--- config.mk ---
export PLATFORM = sky130hd
export DESIGN_NAME = reg_wb_arbiter_flat
export DESIGN_NICKNAME = d
export VERILOG_FILES = /design/src/rtl/reg_wb_arbiter_if.sv /design/src/rtl/reg_wb_arbiter.sv /design/src/flat_wrapper.sv
export SDC_FILE = /design/constraint.sdc
export NUM_CORES = 1
export LEC_CHECK = 0
export BUFFER_PORTS_ARGS = -buffer_cell sky130_fd_sc_hd__buf_2
export CAP_MARGIN = 20
export CORE_UTILIZATION = 44
export CTS_BUF_LIST = sky130_fd_sc_hd__clkbuf_2 sky130_fd_sc_hd__clkbuf_4 sky130_fd_sc_hd__clkbuf_8
export CTS_CLUSTER_SIZE = 14
export DETAILED_ROUTE_END_ITERATION = 6
export PLACE_DENSITY_LB_ADDON = 0.25
export SYNTH_ARGS = -nofsm -noshare
export SYNTH_HDL_FRONTEND = slang
export SYNTH_SLANG_ARGS = --single-unit
--- constraint.sdc ---
create_clock -name clk -period 1.65 [get_ports clk]
set_input_delay 0.2475 -clock clk [delete_from_list [all_inputs] [get_ports clk]]
set_output_delay 0.2475 -clock clk [all_outputs]
set_load 0.03 [all_outputs]
--- src/rtl/reg_wb_arbiter_if.sv ---
// rtl/reg_wb_arbiter_if.sv - writeback sources, register-file write port and pending-buffer signals
interface reg_wb_arbiter_if #(
   parameter int DATA_W = 64
);
   logic              a_wen;
   logic [4:0]        a_reg;
   logic [DATA_W-1:0] a_data;
   logic              b_valid;
   logic [4:0]        b_reg;
   logic [DATA_W-1:0] b_data;
   logic              b_ready;
   logic              stall_a;
   logic              RegWrite;
   logic [4:0]        w_reg;
   logic [DATA_W-1:0] w_data;
   logic              pend_valid;
   logic [4:0]        pend_reg;

   modport master (
      output a_wen, a_reg, a_data, b_valid, b_reg, b_data,
      input  b_ready, stall_a, RegWrite, w_reg, w_data, pend_valid, pend_reg
   );

   modport slave (
      input  a_wen, a_reg, a_data, b_valid, b_reg, b_data,
      output b_ready, stall_a, RegWrite, w_reg, w_data, pend_valid, pend_reg
   );
endinterface

--- src/rtl/reg_wb_arbiter.sv ---
// rtl/reg_wb_arbiter.sv - two-source register-file writeback arbiter with one-entry B holding buffer
module reg_wb_arbiter #(
   parameter int DATA_W   = 64,
   parameter int MAX_WAIT = 4
) (
   input logic               clk,
   input logic               rst_n,
   reg_wb_arbiter_if.slave   bus
);
   localparam logic [4:0] XZR = 5'd31;

   typedef enum logic [1:0] {IDLE, PEND, FORCE} state_t;

   state_t            state, state_n;
   logic              hb_valid;
   logic [4:0]        hb_reg;
   logic [DATA_W-1:0] hb_data;
   logic [3:0]        wait_cnt, cnt_n;
   logic              reg_write;
   logic [4:0]        w_reg_q;
   logic [DATA_W-1:0] w_data_q;

   logic              a_act;
   logic              hb_load, hb_clear;
   logic              grant;
   logic [4:0]        g_reg;
   logic [DATA_W-1:0] g_data;

   assign a_act = bus.a_wen & (bus.a_reg != XZR);

   assign bus.b_ready    = ~hb_valid;
   assign bus.stall_a    = (state == FORCE);
   assign bus.RegWrite   = reg_write;
   assign bus.w_reg      = w_reg_q;
   assign bus.w_data     = w_data_q;
   assign bus.pend_valid = hb_valid;
   assign bus.pend_reg   = hb_reg;

   always_comb begin
      state_n  = state;
      cnt_n    = wait_cnt;
      hb_load  = 1'b0;
      hb_clear = 1'b0;
      grant    = 1'b0;
      g_reg    = bus.a_reg;
      g_data   = bus.a_data;
      case (state)
         IDLE: begin
            grant = a_act;
            // A B write to XZR completes the handshake but is simply dropped
            if (bus.b_valid && !hb_valid && bus.b_reg != XZR) begin
               hb_load = 1'b1;
               state_n = PEND;
            end
         end
         PEND: begin
            if (!a_act) begin
               grant    = 1'b1;
               g_reg    = hb_reg;
               g_data   = hb_data;
               hb_clear = 1'b1;
               cnt_n    = 4'd0;
               state_n  = IDLE;
            end else if (bus.a_reg == hb_reg) begin
               // A is younger, so the buffered value for the same register is dead
               grant    = 1'b1;
               hb_clear = 1'b1;
               cnt_n    = 4'd0;
               state_n  = IDLE;
            end else begin
               grant = 1'b1;
               cnt_n = wait_cnt + 4'd1;
               if (wait_cnt == 4'(MAX_WAIT - 1))
                  state_n = FORCE;
            end
         end
         FORCE: begin
            grant    = 1'b1;
            g_reg    = hb_reg;
            g_data   = hb_data;
            hb_clear = 1'b1;
            cnt_n    = 4'd0;
            state_n  = IDLE;
         end
         default: begin
            state_n = IDLE;
            cnt_n   = 4'd0;
         end
      endcase
   end

   always_ff @(posedge clk or negedge rst_n) begin
      if (!rst_n) begin
         state     <= IDLE;
         wait_cnt  <= 4'd0;
         hb_valid  <= 1'b0;
         hb_reg    <= 5'd0;
         hb_data   <= '0;
         reg_write <= 1'b0;
         w_reg_q   <= 5'd0;
         w_data_q  <= '0;
      end else begin
         state     <= state_n;
         wait_cnt  <= cnt_n;
         reg_write <= grant;
         if (grant) begin
            w_reg_q  <= g_reg;
            w_data_q <= g_data;
         end
         if (hb_load) begin
            hb_valid <= 1'b1;
            hb_reg   <= bus.b_reg;
            hb_data  <= bus.b_data;
         end else if (hb_clear) begin
            hb_valid <= 1'b0;
            hb_reg   <= 5'd0;
         end
      end
   end
endmodule
--- src/flat_wrapper.sv ---
// flat-port wrapper written by rule: the top's interface ports become plain ports
module reg_wb_arbiter_flat 
#(
   parameter int DATA_W   = 64,
   parameter int MAX_WAIT = 4
)
  (clk, rst_n, bus_a_wen, bus_a_reg, bus_a_data, bus_b_valid, bus_b_reg, bus_b_data, bus_b_ready, bus_stall_a, bus_RegWrite, bus_w_reg, bus_w_data, bus_pend_valid, bus_pend_reg);
  reg_wb_arbiter_if #(.DATA_W(DATA_W)) bus_i ();
  input logic clk;
  input logic rst_n;
  input wire logic [$bits(bus_i.a_wen)-1:0] bus_a_wen;
  input wire logic [$bits(bus_i.a_reg)-1:0] bus_a_reg;
  input wire logic [$bits(bus_i.a_data)-1:0] bus_a_data;
  input wire logic [$bits(bus_i.b_valid)-1:0] bus_b_valid;
  input wire logic [$bits(bus_i.b_reg)-1:0] bus_b_reg;
  input wire logic [$bits(bus_i.b_data)-1:0] bus_b_data;
  output wire logic [$bits(bus_i.b_ready)-1:0] bus_b_ready;
  output wire logic [$bits(bus_i.stall_a)-1:0] bus_stall_a;
  output wire logic [$bits(bus_i.RegWrite)-1:0] bus_RegWrite;
  output wire logic [$bits(bus_i.w_reg)-1:0] bus_w_reg;
  output wire logic [$bits(bus_i.w_data)-1:0] bus_w_data;
  output wire logic [$bits(bus_i.pend_valid)-1:0] bus_pend_valid;
  output wire logic [$bits(bus_i.pend_reg)-1:0] bus_pend_reg;
  assign bus_i.a_wen = bus_a_wen;
  assign bus_i.a_reg = bus_a_reg;
  assign bus_i.a_data = bus_a_data;
  assign bus_i.b_valid = bus_b_valid;
  assign bus_i.b_reg = bus_b_reg;
  assign bus_i.b_data = bus_b_data;
  assign bus_b_ready = bus_i.b_ready;
  assign bus_stall_a = bus_i.stall_a;
  assign bus_RegWrite = bus_i.RegWrite;
  assign bus_w_reg = bus_i.w_reg;
  assign bus_w_data = bus_i.w_data;
  assign bus_pend_valid = bus_i.pend_valid;
  assign bus_pend_reg = bus_i.pend_reg;
  reg_wb_arbiter #(.DATA_W(DATA_W), .MAX_WAIT(MAX_WAIT)) u_core (.clk(clk), .rst_n(rst_n), .bus(bus_i));
endmodule
# Yosys cells after proc, flatten, opt, wreduce, memory -nomap -nowiden

Index checks and enable logic that the tools add are counted.

Flip-flop bits (word level): 146
Input port bits: 142
Logic and storage cells: 48
Output and inout port bits: 78

Reduce and logical (&&, ||, !) cells: 7
Mux-type cells: 22
Add/sub/neg operators: 1
Bitwise logic cells: 2
Equality and inequality tests: 8

Operator list:

| operator                                                                | count |
|---|---|
| 64-bit case mux with 2 select lines                                     | 1 |
| 64-bit 2-to-1 mux                                                       | 1 |
| 5-bit 2-to-1 mux                                                        | 3 |
| 5-bit inequality test, second input constant                            | 2 |
| 5-bit case mux with 2 select lines                                      | 1 |
| 2-bit 2-to-1 mux                                                        | 4 |
| 4-bit 2-to-1 mux                                                        | 2 |
| 4-bit case mux with 2 select lines                                      | 1 |
| 1-bit 2-to-1 mux                                                        | 6 |
| 5-bit == test                                                           | 1 |
| 4-bit by 1-bit adder with 4-bit output, second input constant           | 1 |
| 4-bit by 2-bit == test with 1-bit output, second input constant         | 1 |
| 4-bit inequality test, second input constant                            | 1 |
| 1-bit case mux with 2 select lines                                      | 2 |
| 2-bit case mux with 2 select lines                                      | 1 |
| 2-bit by 1-bit == test with 1-bit output, second input constant         | 1 |
| 2-bit == test, second input constant                                    | 1 |
| 1-bit logical AND                                                       | 2 |
| 2-bit zero test                                                         | 1 |
| 2-bit by 1-bit inequality test with 1-bit output, second input constant | 1 |
| 2-bit AND reduction                                                     | 1 |
| 2-bit nonzero test                                                      | 1 |
| 2-bit OR reduction                                                      | 1 |
| 1-bit bitwise AND                                                       | 1 |
| 2 further kinds                                                         | 2 |

# Logic depth before layout (Yosys ltp)

Depth in word-level cells: 6
Mapped depth: 9
Gate-level depth less buffers: 7

# Least setup slack after synthesis

Ideal clock, no wire load.

Path type: reg2reg
Start point: register u_core.state[0]
End point: register u_core.w_data_q[10], in the netlist u_core.bus.w_data[10]
Cell stages (with the launch flop): 9
Setup time: 0.132 ns
Required time: 1.518 ns
Path buffers: 2
Arrival: 1.671 ns
Clock period less this slack: 1.803 ns
Slack: -0.153 ns
Path through: dfrtp_1 -> inv_1 -> ha_1 -> o21ai_0 -> o21ai_2 -> buf_2 -> buf_2 -> a22oi_1 -> o21ai_1

Cells in the longest elaborated chain, start to end: 3
Elaborated cells between the ends (all ways): 6
Classes of those cells: 2 x eq/ne; 2 x mux; 2 x reduce/logical

Ends and longest elaborated chain:

| item                               | RTL line              | RTL |
|---|---|---|
| start, declared                    | reg_wb_arbiter.sv:14  | `state_t state, state_n;` |
| start signal, assigned             | reg_wb_arbiter.sv:103 | `state <= state_n;` |
| 2-bit == test *                    | --                    |  |
| via bus_stall_a                    | flat_wrapper.sv:18    | `output wire logic [$bits(bus_i.stall_a)-1:0] bus_stall_a;` |
| 2-bit OR reduction (no line)       | --                    |  |
| 1-bit case mux with 2 select lines | reg_wb_arbiter.sv:47  | `case (state)` |
| end signal, assigned               | reg_wb_arbiter.sv:108 | `w_data_q <= g_data;` |
| end, declared                      | reg_wb_arbiter.sv:21  | `logic [DATA_W-1:0] w_data_q;` |

Mark *: on every way through the listed nets, which the timed path passes. The rest lies on a longest branch.
A chain may end at the register's enable or synchronous reset.

# Final worst setup path

Start point: register u_core.state[0]
End point: register u_core.w_data_q[24], in the netlist u_core.bus.w_data[24]

Cells in the longest elaborated chain, start to end: 3
Elaborated cells between the ends (all ways): 6
Classes of those cells: 2 x eq/ne; 2 x mux; 2 x reduce/logical

Ends and longest elaborated chain:

| item                                                                             | RTL line |
|---|---|
| 2-bit == test / 2-bit by 1-bit == test with 1-bit output (equally long branches) | reg_wb_arbiter.sv:47 |
| 2-bit OR reduction (no line)                                                     | -- |
| 1-bit case mux with 2 select lines                                               | reg_wb_arbiter.sv:47 |

Parallel ways exist; a longest one is shown, timed or not.

==> flow_summary.json <==
{
  "status": "complete, but fails checks",
  "violations": "negative setup slack",
  "end_kind": "flip-flop",
  "synthCells": 526,
  "fmaxAchievable_mhz": 568.2,
  "dieWidth_um": 120.2,
  "wl_per_cell_um": 18.28,
  "min_period_over_period_pct": 106.7,
  "vias_per_cell": 5.410,
  "clk_latency_ns": 0.44,
  "setup.worst_path.class": "reg -> reg",
  "fin_setup_tns_ns": -4.501,
  "area_growth_pct": 40.65,
  "num_rows": 42,
  "cp.arrival_ns": 2.09,
  "design.portCount": 220,
  "place.port_buffers": 219,
  "crit_path_max_incr_delay_ns": 0.42,
  "antenna_found_initial": 1,
  "synth_cell_type_count": 32,
  "syn_avg_cell_area_um2": 11.69,
  "vdd_ir_drop_max_mv": 0.7163,
  "yosysWarnings": 0,
  "path_max_fanout": 10,
  "final.fill_count": 1085,
  "core_area_um2": 13450,
  "power_density_nw_per_um2": 920.3,
  "initial_utilization_pct": 45.69,
  "rsz0062_at_grt": "true",
  "setup_viol": 70,
  "syn_area_um2": 6147,
  "grt_util_all_layers_pct": 22.89,
  "fin_area_um2": 8646,
  "dpl.hpwl_um": 11080,
  "dieArea_um2": 14450,
  "place_area_um2": 7659,
  "drt_iter0_drc": 254,
  "p_leak_uw": 0.004449,
  "synth.top_cell.area_share_pct": 59.43,
  "grt_overflow": 0,
  "finalHoldViolCount": 0,
  "grt_pass1_vias": 5238,
  "max-cap-violations": 0,
  "clock_tree.root_cell": "clkbuf_8",
  "num_antenna_cells": 0,
  "drt-total-wl_um": 17510,
  "timing.final.ws_setup_ns": -0.1099,
  "drv_slew": 0,
  "regArea_um2": 3655,
  "crit_slowest_cell": "dfrtp_1",
  "routed-via-count": 5183,
  "yosysSeqAreaShare_pct": 59.43,
  "required_ns": 1.98,
  "drtPass1Iterations": 5,
  "cts_inserted_buffers": 17,
  "clock_skew_ns": 0.007841,
  "p_total_uw": 7957,
  "synth_top_cell_by_area": "dfrtp_1",
  "max_slew_margin_pct": 75.64,
  "layout.nets": 918,
  "drc_errors": 0,
  "worst_pin_slew_ns": 0.3646,
  "fin_cells": 958,
  "multiInputGateArea_um2": 2514,
  "period_minus_slack_ns": 1.760,
  "clockBufferDepth": 2,
  "syn_nets": 673,
  "gp_congestion": 0.8559,
  "cts_tree": "built",
  "dp_cells": 911,
  "ant_nets": 0,
  "drive_above_1_share_pct": 52.81,
  "path_cells": "ha_2, nor2b_1, o21ai_2, o21ai_4, buf_12, clkbuf_16, a22oi_1, o21ai_1",
  "min_path_type": "in -> reg",
  "path_clk_slew_ns": 0.08,
  "netlist_top_cells_area": "dfrtp_1 (59%), mux2_2 (12%), a22oi_1 (8.4%)",
  "clkSinkCount": 146,
  "htree_levels": 4,
  "die_h_um": 120.2,
  "grt_max_degree": 69,
  "synth-seq-cells": 146,
  "grt_first_pass_wirelength_um": 25610,
  "startpoint_type": "flip-flop"
}
==> critical path: cells and delay by family (launching register included) <==
kind | cells | cell delay (ns)
DFF | 1 | 0.42
adders and majority gates | 1 | 0.21
buffers and inverters | 2 | 0.34
AOI/OAI and AO/OA | 4 | 0.54
and+or+nand+nor | 1 | 0.14
==> synth_stat cells, drive strengths merged <==
cell	count
a21o	1
a21oi	3
a22oi	69
a31o	1
and3	1
buf	22
clkbuf	15
dfrtp	146
ha	5
inv	11
mux2	64
nand2	79
nand2b	1
nand3	5
nand3b	1
nand4	2
nor2	1
nor2b	1
nor3	2
nor3b	1
o211ai	1
o21a	2
o21ai	78
o22ai	6
o2bb2ai	2
o31a	1
xnor2	5
==> power by group <==
part | internal [uW] | leakage [uW] | switching [uW]
registers | 3740 | 0.00190 | 93.4
clock network | 1710 | 0.000220 | 1270
logic | 411 | 0.00233 | 731
==> through the flow <==
step	hold WS [ns]	setup slack, ns	util, %
2_1_floorplan	-0.04809	-0.01849	-
3_3_place_gp	0.1675	-0.02853	56.93
3_5_place_dp	0.1666	-0.1351	56.93
4_1_cts	0.0007665	-0.1151	60.86
5_1_grt	0.007457	-0.1848	64.27
6_report	0.03294	-0.1099	64.27
==> cell families after synthesis <==
logic type                 after synthesis  synth area share [%]
AOI/OAI and AO/OA                      164                 16.89
DFF                                    146                 59.43
and+or+nand+nor                         94                 6.208
muxes                                   64                 11.72
buffers and inverters                   48                 4.010
xor gates and xnor gates                 5                0.7124
adders and majority gates                5                 1.018
==> layout by cell type (no fill, tap or decap), types with 2 or more instances in the layout <==
master,synthesis,layout
buf_2,16,217
dfrtp_1,146,145
nand2_1,79,77
o21ai_1,10,68
mux2_2,64,64
a22oi_2,0,42
a22oi_1,69,27
clkbuf_8,0,21
buf_4,0,16
buf_12,0,13
clkbuf_16,0,8
inv_1,10,7
o21ai_0,65,6
o22ai_1,6,6
nand3_1,5,5
xnor2_1,5,5
inv_2,1,4
clkbuf_4,0,4
buf_6,6,4
a21oi_1,3,3
bufinv_16,0,3
dlygate4sd3_1,0,3
o21ai_2,3,2
nand4_1,2,2
o21ai_4,0,2
o21a_1,2,2
o2bb2ai_1,2,2
nor3_1,2,2
nand2_2,0,2
ha_1,5,2
ha_2,0,2
clkinv_2,0,2
buf_16,0,2
==> repair_timing <==
item / CTS / global route
endpoints found under the hold margin: 34 / 0
setup endpoints to repair: 69 / 74
gates cloned: 1 / 8
pin swaps: 2 / 27
setup buffers: 3 / 2
hold buffers: 3 / 0
resized for setup: 64 / 49
==> layout make-up <==
cell class              count  area share, %
flip-flops and latches    146          42.27
multi-input cells         332          29.07
repair buffers            263          20.78
clock buffers              25          3.690
well taps                 176          2.547
clock inverters             5          1.158
inverters                  11         0.4776
==> path summary, 6_finish.rpt <==
path	slack [ns]	to	from	cells after the start
worst max-delay path	-0.11	u_core.bus.w_data[24]	u_core.state[0]	8
worst max register to register	-0.11	u_core.bus.w_data[24]	u_core.state[0]	8
min in group asynchronous	0.27	u_core.bus.w_data[8]	rst_n	2
worst min register to register	0.49	u_core.bus.w_data[56]	u_core.bus.w_data[56]	2
max in group asynchronous	0.70	u_core.hb_data[0]	rst_n	3
worst min-delay path	0.03	u_core.hb_data[35]	bus_b_data[35]	2
==> routing by layer <==
layer / track usage [%] / vias up / routed length (um)
li1: - / 2375 / -
met1: 27.68 / 2595 / 7132
met2: 38.18 / 182 / 8827
met3: 7.075 / 29 / 1242
met4: 8.828 / 2 / 293
met5: 0 / - / 13
(Power assumes the default switching activity.)
